--- src/rtl/bus_arbiter.sv ---
// bus_arbiter: two-master round-robin arbiter in front of a single slave bus.
// Grants are registered, held until the owner drops its request, and every
// ownership change passes through one IDLE turnaround cycle.
module bus_arbiter #(
  parameter int ADDR_W = 8,
  parameter int DATA_W = 32
) (
  input  logic              Clk,
  input  logic              reset,
  // master 0 (host)
  input  logic              M0_req,
  input  logic              M0_wr,
  input  logic [ADDR_W-1:0] M0_address,
  input  logic [DATA_W-1:0] M0_dout,
  output logic              M0_grant,
  output logic [DATA_W-1:0] M0_din,
  // master 1 (DMAC)
  input  logic              M1_req,
  input  logic              M1_wr,
  input  logic [ADDR_W-1:0] M1_address,
  input  logic [DATA_W-1:0] M1_dout,
  output logic              M1_grant,
  output logic [DATA_W-1:0] M1_din,
  // slave bus
  output logic              S_sel,
  output logic              S_wr,
  output logic [ADDR_W-1:0] S_address,
  output logic [DATA_W-1:0] S_din,
  input  logic [DATA_W-1:0] S_dout,
  output logic              last_owner
);

  typedef enum logic [1:0] {
    IDLE   = 2'd0,
    GRANT0 = 2'd1,
    GRANT1 = 2'd2
  } state_t;

  state_t state_q, state_d;
  logic   last_owner_q, last_owner_d;

  // State and round-robin pointer registers
  always_ff @(posedge Clk) begin
    if (reset) begin
      state_q      <= IDLE;
      last_owner_q <= 1'b1;
    end else begin
      state_q      <= state_d;
      last_owner_q <= last_owner_d;
    end
  end

  // Next-state: arbitrate only from IDLE, hold a grant while its request stays high
  always_comb begin
    state_d      = state_q;
    last_owner_d = last_owner_q;
    unique case (state_q)
      IDLE: begin
        if (M0_req && M1_req) begin
          // contention: favour the master that did not own the bus last
          if (last_owner_q) begin
            state_d      = GRANT0;
            last_owner_d = 1'b0;
          end else begin
            state_d      = GRANT1;
            last_owner_d = 1'b1;
          end
        end else if (M0_req) begin
          state_d      = GRANT0;
          last_owner_d = 1'b0;
        end else if (M1_req) begin
          state_d      = GRANT1;
          last_owner_d = 1'b1;
        end
      end
      GRANT0: if (!M0_req) state_d = IDLE;
      GRANT1: if (!M1_req) state_d = IDLE;
      default: state_d = IDLE;
    endcase
  end

  // Slave bus mux and grant decode, purely from the registered state
  always_comb begin
    M0_grant  = 1'b0;
    M1_grant  = 1'b0;
    S_sel     = 1'b0;
    S_wr      = 1'b0;
    S_address = '0;
    S_din     = '0;
    unique case (state_q)
      GRANT0: begin
        M0_grant  = 1'b1;
        S_sel     = 1'b1;
        S_wr      = M0_wr;
        S_address = M0_address;
        S_din     = M0_dout;
      end
      GRANT1: begin
        M1_grant  = 1'b1;
        S_sel     = 1'b1;
        S_wr      = M1_wr;
        S_address = M1_address;
        S_din     = M1_dout;
      end
      default: ;
    endcase
  end

  // Read data is broadcast; each master qualifies it with its own grant
  assign M0_din     = S_dout;
  assign M1_din     = S_dout;
  assign last_owner = last_owner_q;

endmodule

--- config.mk ---
export PLATFORM = sky130hd
export DESIGN_NAME = bus_arbiter
export DESIGN_NICKNAME = d
export VERILOG_FILES = /design/src/rtl/bus_arbiter.sv
export SDC_FILE = /design/constraint.sdc
export NUM_CORES = 1
export LEC_CHECK = 0
export BUFFER_PORTS_ARGS = -buffer_cell sky130_fd_sc_hd__buf_2
export CORE_AREA = 3 3 86 88
export DETAILED_ROUTE_END_ITERATION = 8
export DIE_AREA = 0 0 89 91
export PLACE_DENSITY = 0.67
export SYNTH_ARGS = -nofsm -noshare
export SYNTH_HDL_FRONTEND = slang
export SYNTH_SLANG_ARGS = --single-unit
--- constraint.sdc ---
create_clock -name Clk -period 1.22 [get_ports Clk]
set_input_delay 0.244 -clock Clk [delete_from_list [all_inputs] [get_ports Clk]]
set_output_delay 0.244 -clock Clk [all_outputs]
set_load 0.03 [all_outputs]
Yosys cells after proc, flatten, opt, wreduce, memory -nomap -nowiden
Cells that the tools add are included.
{"block": "classes", "muxes": 17, "eq_ne": 5, "n_reduce_logical": 6}
{"cell": "$pmux W32 S2", "count": 1}
{"cell": "$pmux W8 S2", "count": 1}
{"cell": "$mux W2", "count": 6}
{"cell": "$mux W1", "count": 7}
{"cell": "$pmux W2 S3", "count": 1}
{"cell": "$ne A2 B2 Y1 const B", "count": 2}
{"cell": "$ne A4 B4 Y1 const B", "count": 1}
{"cell": "$reduce_and A3 Y1", "count": 1}
{"cell": "$reduce_bool A3 Y1", "count": 1}
{"cell": "$eq A2 B1 Y1 const B", "count": 1}
{"cell": "$eq A2 B2 Y1 const B", "count": 1}
{"cell": "$logic_not A2 Y1", "count": 1}
{"cell": "$pmux W1 S2", "count": 1}
{"cell": "$reduce_and A2 Y1", "count": 1}
{"cell": "$reduce_or A2 Y1", "count": 1}
{"cell": "$logic_and A1 B1 Y1", "count": 1}
{"block": "totals", "register_bits": 3, "word_cells": 30}

Depth between registers and ports, before layout
Gate-level depths: netlist (run 1).
{"block": "logic_depth", "word_depth": 4, "mapped_depth": 6}

Least setup slack after synthesis (run 1)
No wires, ideal clock.
{"block": "synth_path", "path_kind": "register to output", "startpoint": "register state_q[0]", "endpoint": "output port S_address[2]", "arrival_ns": 1.650, "setup_slack_ns": -0.674, "t_required_ns": 0.976, "stages_incl_launch_ff": 7, "path_buffers": 2, "path_cell_list": "dfxtp_1 -> inv_1 -> ha_1 -> buf_2 -> buf_2 -> a22oi_1 -> nor2b_1"}
{"block": "synth_between", "elab_chain_cells": 2}
{"element": "start, declared", "line": "39", "text": "state_t state_q, state_d;"}
{"element": "start signal, assigned", "line": "48", "text": "state_q <= state_d;"}
{"element": "$eq A2 B2 Y1 / $eq A2 B1 Y1 (equally long branches)", "line": "90", "text": "unique case (state_q)"}
{"element": "$pmux W8 S2 *", "line": "90"}
{"element": "end, declared", "line": "27", "text": "output logic [ADDR_W-1:0] S_address,"}
Every way passes the cells marked *; elsewhere a longest branch is shown, timed or not.

Final worst setup path (run 1)
{"block": "layout_path", "startpoint": "register state_q[0]", "endpoint": "output port S_din[29]"}
{"block": "layout_between", "elab_chain_cells": 2}
{"element": "$eq A2 B2 Y1 / $eq A2 B1 Y1 (equally long branches)", "line": "90"}
{"element": "$pmux W32 S2 *", "line": "90"}
{"element": "end, declared", "line": "28", "text": "output logic [DATA_W-1:0] S_din,"}
Marked as above.

==> results.txt, run 1 <==
status: finished, violations left
failing checks: negative setup slack
Detailed Place HPWL: 3.710 mm
die width: 89 um
Bufs on Longest Clock Path: 2
fin crit period: 1686 ps
Tot GR Track Use: 11.54%
first drt pass iteration count: 3
Seq cells post-synth: 3
Layout Area Growth over Synthesis: 95.52%
EDFF count, synth: 0
layout cell share with drive strength beyond 1: 95.95%
diode count: 0
Tcrit/Tclk final: 138.2%
hold depth: 2
Peak supply drop: 0.2451 mV
Detail Route Antenna Nets: 0
worst path required time: 980 ps
skew final: 4.347 ps
crit path launch type: flip-flop
Crit-path slowest cell: dfxtp_4
Synth Net Count: 301
critical path's largest stage delay: 370 ps
setup_tns: -18630 ps
Synth Instances: 180
first-pass GRT wire length: 7.569 mm
H-tree depth: 1
DRC: 0
Die Y: 91 um
final instance area: 2566 um^2
Max Cap Viol: 0
Post-DP Area: 2171 um^2
setup violators final: 46
clk_lat worst skew: 220 ps
reg-to-reg endpoint: state_q[1]
worst reg-to-reg path cell count: 6
DR iter-0 viols: 25
Async SR Flop Fraction: 0%
Nets: 369
synthesized area: 1313 um^2
top cell type's share of synthesized area: 36.61%
grt ovf: 0
Wirelength per Cell: 15.24 um
internal reg-to-reg setup slack: -180 ps
CTS tree: done
Place WS: -297.4 ps
Main synth FF type: dfxtp_1
Avg Inst Size Synth: 7.292 um^2
Worst R2R Start: state_q[0]
leakage power: 0.9971 nW
Min-Delay Endpoint: last_owner
I/O Pins: 227
Pwr Density: 814.9 nW/um^2
clock-pin slew on the worst setup and hold paths: 40 ps
row count: 30
crit end category: output pin
Core Area: 6719 um^2
routed vias/inst: 4.483
unrepaired setup endpoints after global routing: yes
max_slew headroom: 85.93%
Crit path max-delay family: flip-flops
Ys Warns: 0
Num CTS Buffers: 3
final hold vios: 0
Hold Buf Count CTS: 0
Worst-Margin Slew: 208.9 ps
PnR worst setup slack: -465.6 ps
pin count of the biggest net entering global routing: 22
kind of critical path: reg -> out
Bufs and invs on worst path: 3
Area contributors post-synth: buf_4 37%, a22oi_1 24%, nor2b_1 20%
antenna violations before repair: 0
PortBufs: 130
DIE AREA: 8099 um^2
top post-synthesis cells by count: 64 x buf_4, 42 x a22oi_1, 41 x nor2b_1
Final Wtd Congestion: 0.7433
root buf cell: clkbuf_8
Critical Path Fanout Max: 20
via count: 1466
crit path DAT: 1440 ps
sequential area share after synthesis: 4.576%
Final Power: 2.091 mW
top-count cell post-synth: buf_4
Clock Sinks: 3
hold wc startpoint: reset
Fmax: 593.3 MHz
Netlist cell types: 15
Critical Path, Cell by Cell: inv_4 -> ha_4 -> buf_12 -> a22oi_2 -> nor2b_4 -> buf_6
drt total wl: 4.985 mm
Worst Hold Class: in -> reg
Starting Density: 19.53%
vias in the first global route: 1638
Final Max Tran Viols: 0
Fill cells: 655
top cell type by total area after synthesis: buf_4
## where the power goes
part / leakage [nW] / total [mW] / switching, mW / internal [mW]
sequential: 0.0262 / 0.129 / 0.0168 / 0.113
combinational: 0.948 / 1.66 / 0.776 / 0.883
clock: 0.0228 / 0.303 / 0.0790 / 0.224
## cell usage in the layout, fill, tap and decap left out
| cell type | count |
|---|---|
| dfxtp_1 | 1 |
| buf_4 | 5 |
| a311o_2 | 1 |
| ha_4 | 3 |
| buf_12 | 5 |
| a22o_1 | 2 |
| clkbuf_1 | 1 |
| buf_2 | 86 |
| a21oi_1 | 1 |
| clkbuf_8 | 3 |
| dfxtp_4 | 2 |
| nor2b_4 | 41 |
| a22oi_1 | 1 |
| or3b_1 | 1 |
| a21oi_2 | 1 |
| inv_4 | 2 |
| o21ai_0 | 2 |
| a22oi_2 | 41 |
| buf_16 | 1 |
| buf_6 | 44 |
| inv_1 | 1 |
| and4bb_2 | 2 |
## routing by layer
metal | global-route usage (%) | share of wire [%]
met5 | 0 | 0
met4 | 4.963 | 3.4
met3 | 2.359 | 7.4
met2 | 22.65 | 56
met1 | 11.06 | 33
## how the worst max path moves through the flow
| stage | start | endpoint | cells after the start |
|---|---|---|---|
| after floorplan | state_q[0] | S_address[2] | 6 |
| after global placement | state_q[0] | S_din[17] | 5 |
| after detailed placement | state_q[0] | S_din[19] | 6 |
| after CTS | state_q[0] | S_din[19] | 6 |
| after global routing | state_q[0] | S_din[19] | 6 |
| final | state_q[0] | S_din[29] | 6 |
## kinds of logic after synthesis
| logic type | Yosys count | synth area share (%) |
|---|---|---|
| fa+ha+maj | 3 | 2.860 |
| compound gates | 49 | 28.03 |
| flops | 3 | 4.576 |
| simple gates | 44 | 22.12 |
| buf+inv | 81 | 42.42 |
## metrics by stage
stage / hold WS, ps / std cells / util [%]
finish: 276.1 / 327 / 38.19
global route: 277.6 / 327 / 38.19
CTS: 265.3 / 326 / 38.03
detailed placement: 488.3 / 319 / 32.31
global placement: 488.3 / 319 / 32.31
floorplan: 350.8 / 180 / -
## cell type report
type                       instances  area [um^2]  area share [%]
inverter                           3        16.27          0.6338
timing repair buffer             141         1091           42.52
sequential                         3        67.56           2.633
multi-input combinational         96         1246           48.56
tap                               80        100.1           3.901
clock buffer                       4        45.04           1.755
## sequential cells by signal, summed over array words and instances (netlist names)
register	count
state_q	2
last_owner	1
## what timing repair did
action,CTS,global route
endpoints found under the hold margin,0,0
setup buffers,2,1
gates resized for setup,95,1
setup endpoints to repair,46,46
pin swaps,2,14
cloned,1,0
No activity file was read; power rests on OpenSTA's default activity.
==> run 2, diff against run 1 <==
--- a/config.mk
+++ b/config.mk
@@ -7,9 +7,10 @@
 export LEC_CHECK = 0
 export BUFFER_PORTS_ARGS = -buffer_cell sky130_fd_sc_hd__buf_2
 export CORE_AREA = 3 3 86 88
+export CTS_CLUSTER_DIAMETER = 200
 export DETAILED_ROUTE_END_ITERATION = 8
 export DIE_AREA = 0 0 89 91
-export PLACE_DENSITY = 0.67
+export PLACE_DENSITY = 0.65
 export SYNTH_ARGS = -nofsm -noshare
 export SYNTH_HDL_FRONTEND = slang
 export SYNTH_SLANG_ARGS = --single-unit
==> constraint.sdc (replaced) <==
create_clock -name Clk -period 2.04 [get_ports Clk]
set_input_delay 0.408 -clock Clk [delete_from_list [all_inputs] [get_ports Clk]]
set_output_delay 0.408 -clock Clk [all_outputs]
set_load 0.03 [all_outputs]
==> run 2 against run 1 <==
The flow now finishes without violations. Combinational power decreased by 63%. Sequential share of layout area increased by 0.79 points. Clock skew decreased by 1.9 ps. Worst setup slack improved by 570 ps. Register-to-register slack improved by 720 ps. Final area decreased by 32%. Via count decreased by 3.0%. Sequential cell count unchanged. Routed wire length decreased by 13%. Largest cell class unchanged.
==> results.txt, run 2 (synthesis gave the netlist of run 1 again) <==
first drt pass iteration count: 4
setup violators final: 0
routed vias/inst: 4.416
Detail Route Antenna Nets: 0
Finished Core Util: 26.13%
worst path required time: 1630 ps
DRC: 0
Inst Count DP: 318
most common cell after layout, fill and taps aside: buf_2
Peak supply drop: 0.1846 mV
crit end category: output pin
grt ovf: 0
first-pass GRT wire length: 6.099 mm
max reg flops: 2
Pwr Density: 488.1 nW/um^2
leakage power: 0.8338 nW
Setup Fix Bufs, Post-CTS: 0
diode count: 0
clock-pin slew on the worst setup and hold paths: 30 ps
DR iter-0 viols: 38
Nets: 364
I/O Pins: 227
skew final: 2.450 ps
setup_tns: 0 ps
Starting Density: 19.53%
Place WS: 246.3 ps
kind of critical path: reg -> out
final instance area: 1755 um^2
Bufs on Longest Clock Path: 2
Worst-Margin Slew: 280.0 ps
PnR worst setup slack: 103.7 ps
Fill cells: 712
layout cell share with drive strength beyond 1: 77.69%
crit path launch type: flip-flop
Sw Ratio: 43.90%
Tcrit/Tclk final: 94.92%
most frequent cells in the layout: 130 x buf_2, 39 x nor2b_2, 36 x a22oi_1
die width: 89 um
net switching power: 376.2 uW
fin crit period: 1936 ps
part of the power in combinational logic: 72.1%
CTS tree: done
crit path DAT: 1530 ps
Detailed Place HPWL: 3.523 mm
root buf cell: clkbuf_8
Worst R2R Start: state_q[1]
Final Max Tran Viols: 0
Wirelength per Cell: 13.43 um
internal power: 480.7 uW
Worst Hold Class: in -> reg
Multi-input gate area: 823.3 um^2
pin count of the biggest net entering global routing: 29
Num CTS Buffers: 3
Post-DP Area: 1660 um^2
Layout Area Growth over Synthesis: 33.75%
largest reg by FF count: state_q
unrepaired setup endpoints after global routing: yes
drt total wl: 4.326 mm
max_slew headroom: 81.33%
Die Y: 91 um
Clock Sinks: 3
vias in the first global route: 1346
status: finished, final reports clean
Fmax: 516.5 MHz
Tot GR Track Use: 9.160%
Clk pwr share: 19.5%
hold wc startpoint: reset
Max Cap Viol: 0
antenna violations before repair: 0
via count: 1422
DIE AREA: 8099 um^2
CP startpoint: state_q[1]
PortBufs: 130
Critical Path Fanout Max: 26
Core Area: 6719 um^2
Seq pwr share: 8.4%
Final Wtd Congestion: 0.6485
clk_lat worst skew: 210 ps
row count: 30
Finished Layout Cells: 322
Register Area: 60.06 um^2
final hold vios: 0
H-tree depth: 1
==> run 2: cell count changes in the layout (fill, tap and decap cells not counted), moves of 3 or more <==
cell	change
buf_2	+44
buf_6	-42
nor2b_4	-41
nor2b_2	+39
a22oi_1	+35
a22oi_2	-35
buf_12	-4
ha_1	+3
ha_4	-3
==> run 2: per-stage QoR <==
stage / hold WS, ps / power (mW)
2_1_floorplan: 470.5 / 0.7160
3_3_place_gp: 498.6 / 0.6574
3_5_place_dp: 504.0 / 0.6697
4_1_cts: 454.2 / 0.8411
5_1_grt: 470.9 / 0.9268
6_report: 453.1 / 0.8569
==> run 2: critical path: stages, from the launching register on <==
cell and delay (ps):
dfxtp_1 360, inv_1 80, ha_1 190, buf_4 220, a22oi_1 230, nor2b_2 60
buf_2 170
==> run 2: power by group through the flow <==
stage          logic, mW  clock network, mW  registers (mW)
3_3_place_gp       0.585                  0          0.0719
2_1_floorplan      0.639                  0          0.0768
3_5_place_dp       0.597                  0          0.0728
5_1_grt            0.672              0.182          0.0729
4_1_cts            0.598              0.172          0.0717
6_report           0.618              0.167          0.0718
==> run 2: worst paths after layout <==
path,endpoint,slack (ps),depth (start not counted)
setup reg to reg,state_q[1],540,6
hold / removal,last_owner,450,2
setup / recovery,S_din[7],100,6
hold reg to reg,state_q[0],510,1
==> run 2: per-layer routing <==
| metal | GRT usage [%] | vias up | part of all wire [%] |
|---|---|---|---|
| met5 | 0 | - | 0 |
| met1 | 8.884 | 609 | 33 |
| met2 | 16.71 | 98 | 50 |
| li1 | - | 685 | - |
| met3 | 2.269 | 30 | 12 |
| met4 | 5.707 | 0 | 5.2 |
==> run 2: layout make-up <==
type	count	area share, %
Timing Repair Buffer	136	40.77
Multi-Input combinational cell	96	46.90
Inverter	3	0.6415
Sequential cell	3	3.421
Tap cell	80	5.702
Clock buffer	4	2.566
==> run 2: what timing repair did <==
action,in CTS,in global routing
hold buffers,0,0
resized for setup,0,11
setup endpoints to repair,0,35
